### config.mk
export PLATFORM = sky130hd
export DESIGN_NAME = arbiter_merge_n_flat
export DESIGN_NICKNAME = d
export VERILOG_FILES = /design/src/rtl/arbiter_merge_n_if.sv /design/src/rtl/arbiter_merge_n.sv /design/src/flat_wrapper.sv
export SDC_FILE = /design/constraint.sdc
export NUM_CORES = 1
export LEC_CHECK = 0
export ABC_AREA = 0
export CAP_MARGIN = 10
export CORE_MARGIN = 10
export CORE_UTILIZATION = 30
export CTS_CLUSTER_SIZE = 25
export DETAILED_ROUTE_END_ITERATION = 10
export DONT_BUFFER_PORTS = 1
export PLACE_DENSITY = 0.51
export SETUP_SLACK_MARGIN = 0.1
export SYNTH_ARGS = -nofsm -noshare
export SYNTH_HDL_FRONTEND = slang
export SYNTH_SLANG_ARGS = --single-unit
### constraint.sdc
create_clock -name clk -period 4.7 [get_ports clk]
set_input_delay 1.175 -clock clk [delete_from_list [all_inputs] [get_ports clk]]
set_output_delay 1.175 -clock clk [all_outputs]
set_load 0.02 [all_outputs]
### src/rtl/arbiter_merge_n_if.sv
// Handshake bundle for arbiter_merge_n: NUM_IN request channels merged onto one output stream.
// The DUT connects through the slave modport and the traffic source through the master modport.
interface arbiter_merge_n_if #(
  parameter int WIDTH  = 8,
  parameter int NUM_IN = 4
);
  localparam int SRC_W = (NUM_IN > 1) ? $clog2(NUM_IN) : 1;

  logic [NUM_IN-1:0]       in_valid;
  logic [NUM_IN*WIDTH-1:0] in_data;
  logic [NUM_IN-1:0]       in_ready;
  logic                    out_valid;
  logic [WIDTH-1:0]        out_data;
  logic [SRC_W-1:0]        out_src;
  logic                    out_ready;

  modport master (
    output in_valid, in_data, out_ready,
    input  in_ready, out_valid, out_data, out_src
  );

  modport slave (
    input  in_valid, in_data, out_ready,
    output in_ready, out_valid, out_data, out_src
  );
endinterface

### src/rtl/arbiter_merge_n.sv
// Round-robin N-to-1 merge with optional packet lock and a 2-entry registered output FIFO.
// The output word, its source index and out_valid all come straight from flops.
module arbiter_merge_n #(
  parameter int WIDTH     = 8,
  parameter int NUM_IN    = 4,
  parameter int LOCK_MODE = 0
) (
  input logic             clk,
  input logic             reset,
  arbiter_merge_n_if.slave bus
);
  localparam int SRC_W = (NUM_IN > 1) ? $clog2(NUM_IN) : 1;
  localparam int ENT_W = SRC_W + WIDTH;
  localparam bit LOCK_EN = (LOCK_MODE != 0);

  logic [1:0]       count_q, count_d;
  logic [ENT_W-1:0] head_q, head_d;
  logic [ENT_W-1:0] tail_q, tail_d;
  logic             out_valid_q, out_valid_d;
  logic [SRC_W-1:0] rr_ptr_q, rr_ptr_d;
  logic             lock_q, lock_d;
  logic [SRC_W-1:0] lock_id_q, lock_id_d;

  logic [SRC_W:0]      scan_s;
  logic [SRC_W-1:0]    grant_s;
  logic                found_s;
  logic [NUM_IN-1:0]   in_ready_s;
  logic                push_s;
  logic                pop_s;
  logic [WIDTH-1:0]    push_data_s;
  logic [ENT_W-1:0]    push_ent_s;

  // Grant search from rr_ptr with wrap; a held lock pins the grant to lock_id.
  always_comb begin
    scan_s  = '0;
    grant_s = '0;
    found_s = 1'b0;
    for (int k = 0; k < NUM_IN; k++) begin
      scan_s = {1'b0, rr_ptr_q} + (SRC_W+1)'(k);
      if (scan_s >= (SRC_W+1)'(NUM_IN)) begin
        scan_s = scan_s - (SRC_W+1)'(NUM_IN);
      end else begin
        scan_s = scan_s;
      end
      if (!found_s && bus.in_valid[scan_s[SRC_W-1:0]]) begin
        found_s = 1'b1;
        grant_s = scan_s[SRC_W-1:0];
      end else begin
        found_s = found_s;
      end
    end
    if (lock_q) begin
      grant_s = lock_id_q;
      found_s = bus.in_valid[lock_id_q];
    end else begin
      grant_s = grant_s;
    end
  end

  // A channel is only readied while it requests, so an idle locked owner stalls everyone.
  always_comb begin
    in_ready_s  = '0;
    push_data_s = '0;
    if (!reset && found_s && (count_q != 2'd2)) begin
      in_ready_s[grant_s] = 1'b1;
    end else begin
      in_ready_s = '0;
    end
    for (int k = 0; k < NUM_IN; k++) begin
      if (SRC_W'(k) == grant_s) begin
        push_data_s = bus.in_data[k*WIDTH +: WIDTH];
      end else begin
        push_data_s = push_data_s;
      end
    end
  end

  assign push_s     = |in_ready_s;
  assign pop_s      = out_valid_q & bus.out_ready;
  assign push_ent_s = {grant_s, push_data_s};

  // FIFO, round-robin pointer and lock next-state.
  always_comb begin
    count_d   = count_q;
    head_d    = head_q;
    tail_d    = tail_q;
    rr_ptr_d  = rr_ptr_q;
    lock_d    = lock_q;
    lock_id_d = lock_id_q;
    case ({push_s, pop_s})
      2'b10: begin
        if (count_q == 2'd0) begin
          head_d = push_ent_s;
        end else begin
          tail_d = push_ent_s;
        end
        count_d = count_q + 2'd1;
      end
      2'b01: begin
        head_d  = tail_q;
        count_d = count_q - 2'd1;
      end
      2'b11: begin
        if (count_q == 2'd1) begin
          head_d = push_ent_s;
        end else begin
          head_d = tail_q;
          tail_d = push_ent_s;
        end
      end
      default: begin
        count_d = count_q;
      end
    endcase
    if (push_s) begin
      rr_ptr_d = (grant_s == SRC_W'(NUM_IN - 1)) ? '0 : grant_s + SRC_W'(1);
      if (LOCK_EN) begin
        lock_d    = ~push_data_s[WIDTH-1];
        lock_id_d = grant_s;
      end else begin
        lock_d = 1'b0;
      end
    end else begin
      rr_ptr_d = rr_ptr_q;
    end
    out_valid_d = (count_d != 2'd0);
  end

  // State registers with synchronous reset.
  always_ff @(posedge clk) begin
    if (reset) begin
      count_q     <= 2'd0;
      head_q      <= '0;
      tail_q      <= '0;
      out_valid_q <= 1'b0;
      rr_ptr_q    <= '0;
      lock_q      <= 1'b0;
      lock_id_q   <= '0;
    end else begin
      count_q     <= count_d;
      head_q      <= head_d;
      tail_q      <= tail_d;
      out_valid_q <= out_valid_d;
      rr_ptr_q    <= rr_ptr_d;
      lock_q      <= lock_d;
      lock_id_q   <= lock_id_d;
    end
  end

  assign bus.in_ready  = in_ready_s;
  assign bus.out_valid = out_valid_q;
  assign bus.out_data  = head_q[WIDTH-1:0];
  assign bus.out_src   = head_q[ENT_W-1:WIDTH];
endmodule

### src/flat_wrapper.sv
// flat-port wrapper written by rule: the top's interface ports become plain ports
module arbiter_merge_n_flat 
#(
  parameter int WIDTH     = 8,
  parameter int NUM_IN    = 4,
  parameter int LOCK_MODE = 0
)
  (clk, reset, bus_in_valid, bus_in_data, bus_out_ready, bus_in_ready, bus_out_valid, bus_out_data, bus_out_src);
  arbiter_merge_n_if #(.WIDTH(WIDTH), .NUM_IN(NUM_IN)) bus_i ();
  input logic clk;
  input logic reset;
  input wire logic [$bits(bus_i.in_valid)-1:0] bus_in_valid;
  input wire logic [$bits(bus_i.in_data)-1:0] bus_in_data;
  input wire logic [$bits(bus_i.out_ready)-1:0] bus_out_ready;
  output wire logic [$bits(bus_i.in_ready)-1:0] bus_in_ready;
  output wire logic [$bits(bus_i.out_valid)-1:0] bus_out_valid;
  output wire logic [$bits(bus_i.out_data)-1:0] bus_out_data;
  output wire logic [$bits(bus_i.out_src)-1:0] bus_out_src;
  assign bus_i.in_valid = bus_in_valid;
  assign bus_i.in_data = bus_in_data;
  assign bus_i.out_ready = bus_out_ready;
  assign bus_in_ready = bus_i.in_ready;
  assign bus_out_valid = bus_i.out_valid;
  assign bus_out_data = bus_i.out_data;
  assign bus_out_src = bus_i.out_src;
  arbiter_merge_n #(.WIDTH(WIDTH), .NUM_IN(NUM_IN), .LOCK_MODE(LOCK_MODE)) u_core (.clk(clk), .reset(reset), .bus(bus_i));
endmodule
==> flow_summary.ini <==
[floorplanning]
die_y_um = 90.4
core_area_sq_mm = 0.00475
top_level_ports = 54
dieArea_sq_mm = 0.00818
initial_core_util = 0.313
rows = 25
die_width_um = 90.4

[finish]
seq_area_sq_um = 500
area_growth_pct = 8.07
stdcell_count = 248
nFillCells = 528
finish.instance_area_sq_mm = 0.00161
drive_above_1_share = 0.0663
antennaDiodeCount = 0
fin_nets = 233
final_common_cell = dfxtp_1
final_util = 0.338
final_cell_mix = dfxtp_1 (25), nor2_1 (19), nor3_1 (18)
multi_input_area_sq_um = 911

[yosys]
yosysUniqueCellTypes = 32
synth-edff-count = 0
synth_nets = 233
ys_ff_latch = 25
synth_top_flop_cell = dfxtp_1
syn_area_per_cell_sq_um = 8.17
yosysTopAreaCellShare = 0.336
async_reset_ff_frac = 0
yosys_warnings = 0
synthCells = 182
ys_seq_area_frac = 0.336
yosysTopAreaCell = dfxtp_1
synth_area_leaders = dfxtp_1 (34%), ha_1 (10%), nor3_1 (6.1%)
synth_area_sq_mm = 0.00149

[power]
leakage_nw = 0.590
p_per_area_mw_per_mm2 = 449
irDropWorstVdd_mv = 0.205
power_mw = 0.722

[clocking]
cts-root-buf = clkbuf_8
path_clk_slew_ns = 0.09
clockBufferDepth = 2
cts_sinks = 25
cts_buffers = 3
htreeDepth = 1
postCtsSetupBuffers = 0
clk_latency_ns = 0.28
holdBufCountCts = 0
tritoncts = built
ctsResizeCount = 0

[worst_setup_path]
cp_data_arrival_time_ns = 3.13
startpoint_type = primary input
timing.reg2reg.setup_slack_ns = 0.98
worst_path_max_delay_cell = a311oi_1
r2r-start = u_core.rr_ptr_q[1]$_SDFFE_PP0N_
crit_required_ns = 3.52
worstSetupEndpointType = output pin
crit_fanout = 10
critPathLaunch = bus_in_valid[2]
r2r.worst_path.cells = 13
crit_chain = mux2i_1 > nor2_1 > a311oi_1 > ha_1 > clkinv_1 > nor4_1 > buf_4
crit_type = in -> out
cp_slowest_stage_delay_ns = 0.53
r2r-end = u_core.head_q[4]$_SDFFE_PP0P_

[placement]
gp_congestion = 0.763
dpl_cell_area_sq_mm = 0.00156
portBuffers = 0
dp.cells = 244
hpwl_um = 3300

[grt]
grt_pass1_vias = 1293
grt_max_degree = 29
groute.usage.overall = 0.101
grt_use_met3 = 0.0424
grt_pass1_wl_um = 6860
overflow = 0
grt_antenna_before_repair = 1
groute.layer.met2.usage = 0.169
grt-busiest-layer = met2
met1_usage = 0.120

[routing]
vias = 1307
drcViolationCount = 0
dr.pass1.iters = 4
wl_per_cell_um = 17.5
drtIter0Drc = 85
antenna_left = 0
totalWireLength_um = 4340
avgViaCountPerCell = 5.27

[sta]
slew_headroom = 0.491
finalCritPeriodShare = 0.916
finalSetupTns_ns = 0
finClkSkew_ns = 0.00997
final-setup-viol-count = 0
finalHoldViolations = 0
rsz0062_at_grt = no
tightest_slew_ns = 0.761
timing.fmax_mhz = 232
maxSlewViolCount = 0
post-route-min-period_ns = 4.31

[min_path]
min_to = u_core.tail_q[7]$_SDFFE_PP0P_
min_from = u_core.tail_q[7]$_SDFFE_PP0P_
min_path_cells = 2
min_path_type = reg -> reg

[run_status]
outcome = complete, no violations

[job]
maxCapViolCount = 0
-- synthesized netlist by cell type, types with 7 or more instances --
master,count
ha_1,12
inv_1,10
a221oi_1,10
nor2_1,19
or3_1,7
a21oi_1,15
o22ai_1,7
nand2_1,14
a211oi_1,8
dfxtp_1,25
nor3_1,18
-- report_power, final --
group	switching (mW)	leakage (nW)	internal (mW)
clock	0.0742	0.0217	0.0602
sequential	0.0586	0.205	0.255
combinational	0.165	0.363	0.108
total	0.298	0.590	0.424
-- routing by layer --
layer / vias up / wire, um
li1: 663 / -
met1: 610 / 1920
met2: 28 / 2090
met3: 4 / 287
met4: 2 / 23
met5: - / 13
-- flip-flops by register name, summed over array words and instances, names as in the netlist --
register / cells
u_core.count_q: 2
u_core.bus.out_valid: 1
u_core.rr_ptr_q: 2
u_core.tail_q: 10
u_core.head_q: 10
-- how the worst max path moves through the flow --
stage	end	slack [ns]	depth (start not counted)
floorplan	bus_in_ready[3]	0.52	6
global placement	u_core.head_q[7]$_SDFFE_PP0P_	0.36	12
detailed placement	u_core.head_q[0]$_SDFFE_PP0P_	0.29	13
CTS	bus_in_ready[3]	0.37	7
global route	bus_in_ready[3]	0.17	7
finish	bus_in_ready[3]	0.39	7
-- worst max-delay path, delay by kind of cell --
kind | cells | cell delay, ns
buffers and inverters | 2 | 0.52
AND/OR/NAND/NOR | 2 | 0.44
adder cells (fa/ha/maj) | 1 | 0.34
AO/OA/AOI/OAI | 1 | 0.53
multiplexers | 1 | 0.12
-- per-stage QoR --
stage | hold WS, ns | worst slack (ns)
floorplan | 0.437 | 0.523
global placement | 0.439 | 0.356
detailed placement | 0.442 | 0.290
CTS | 0.456 | 0.368
global route | 0.473 | 0.174
finish | 0.453 | 0.393
-- kinds of logic after synthesis --
kind of cell    after synthesis  synth area share
compound gates               49             0.222
fa+ha+maj                    12             0.101
buf+inv                      19            0.0513
flops                        25             0.336
mux                           5            0.0336
simple gates                 72             0.256
-- layout make-up --
cell class                 count  area share
sequential                    25       0.311
clock inverter                 1     0.00467
tap                           67      0.0521
inverter                      11      0.0257
timing repair buffer           3      0.0140
clock buffer                   3      0.0257
multi-input combinational    138       0.567
No activity file was read; power rests on OpenSTA's default activity.
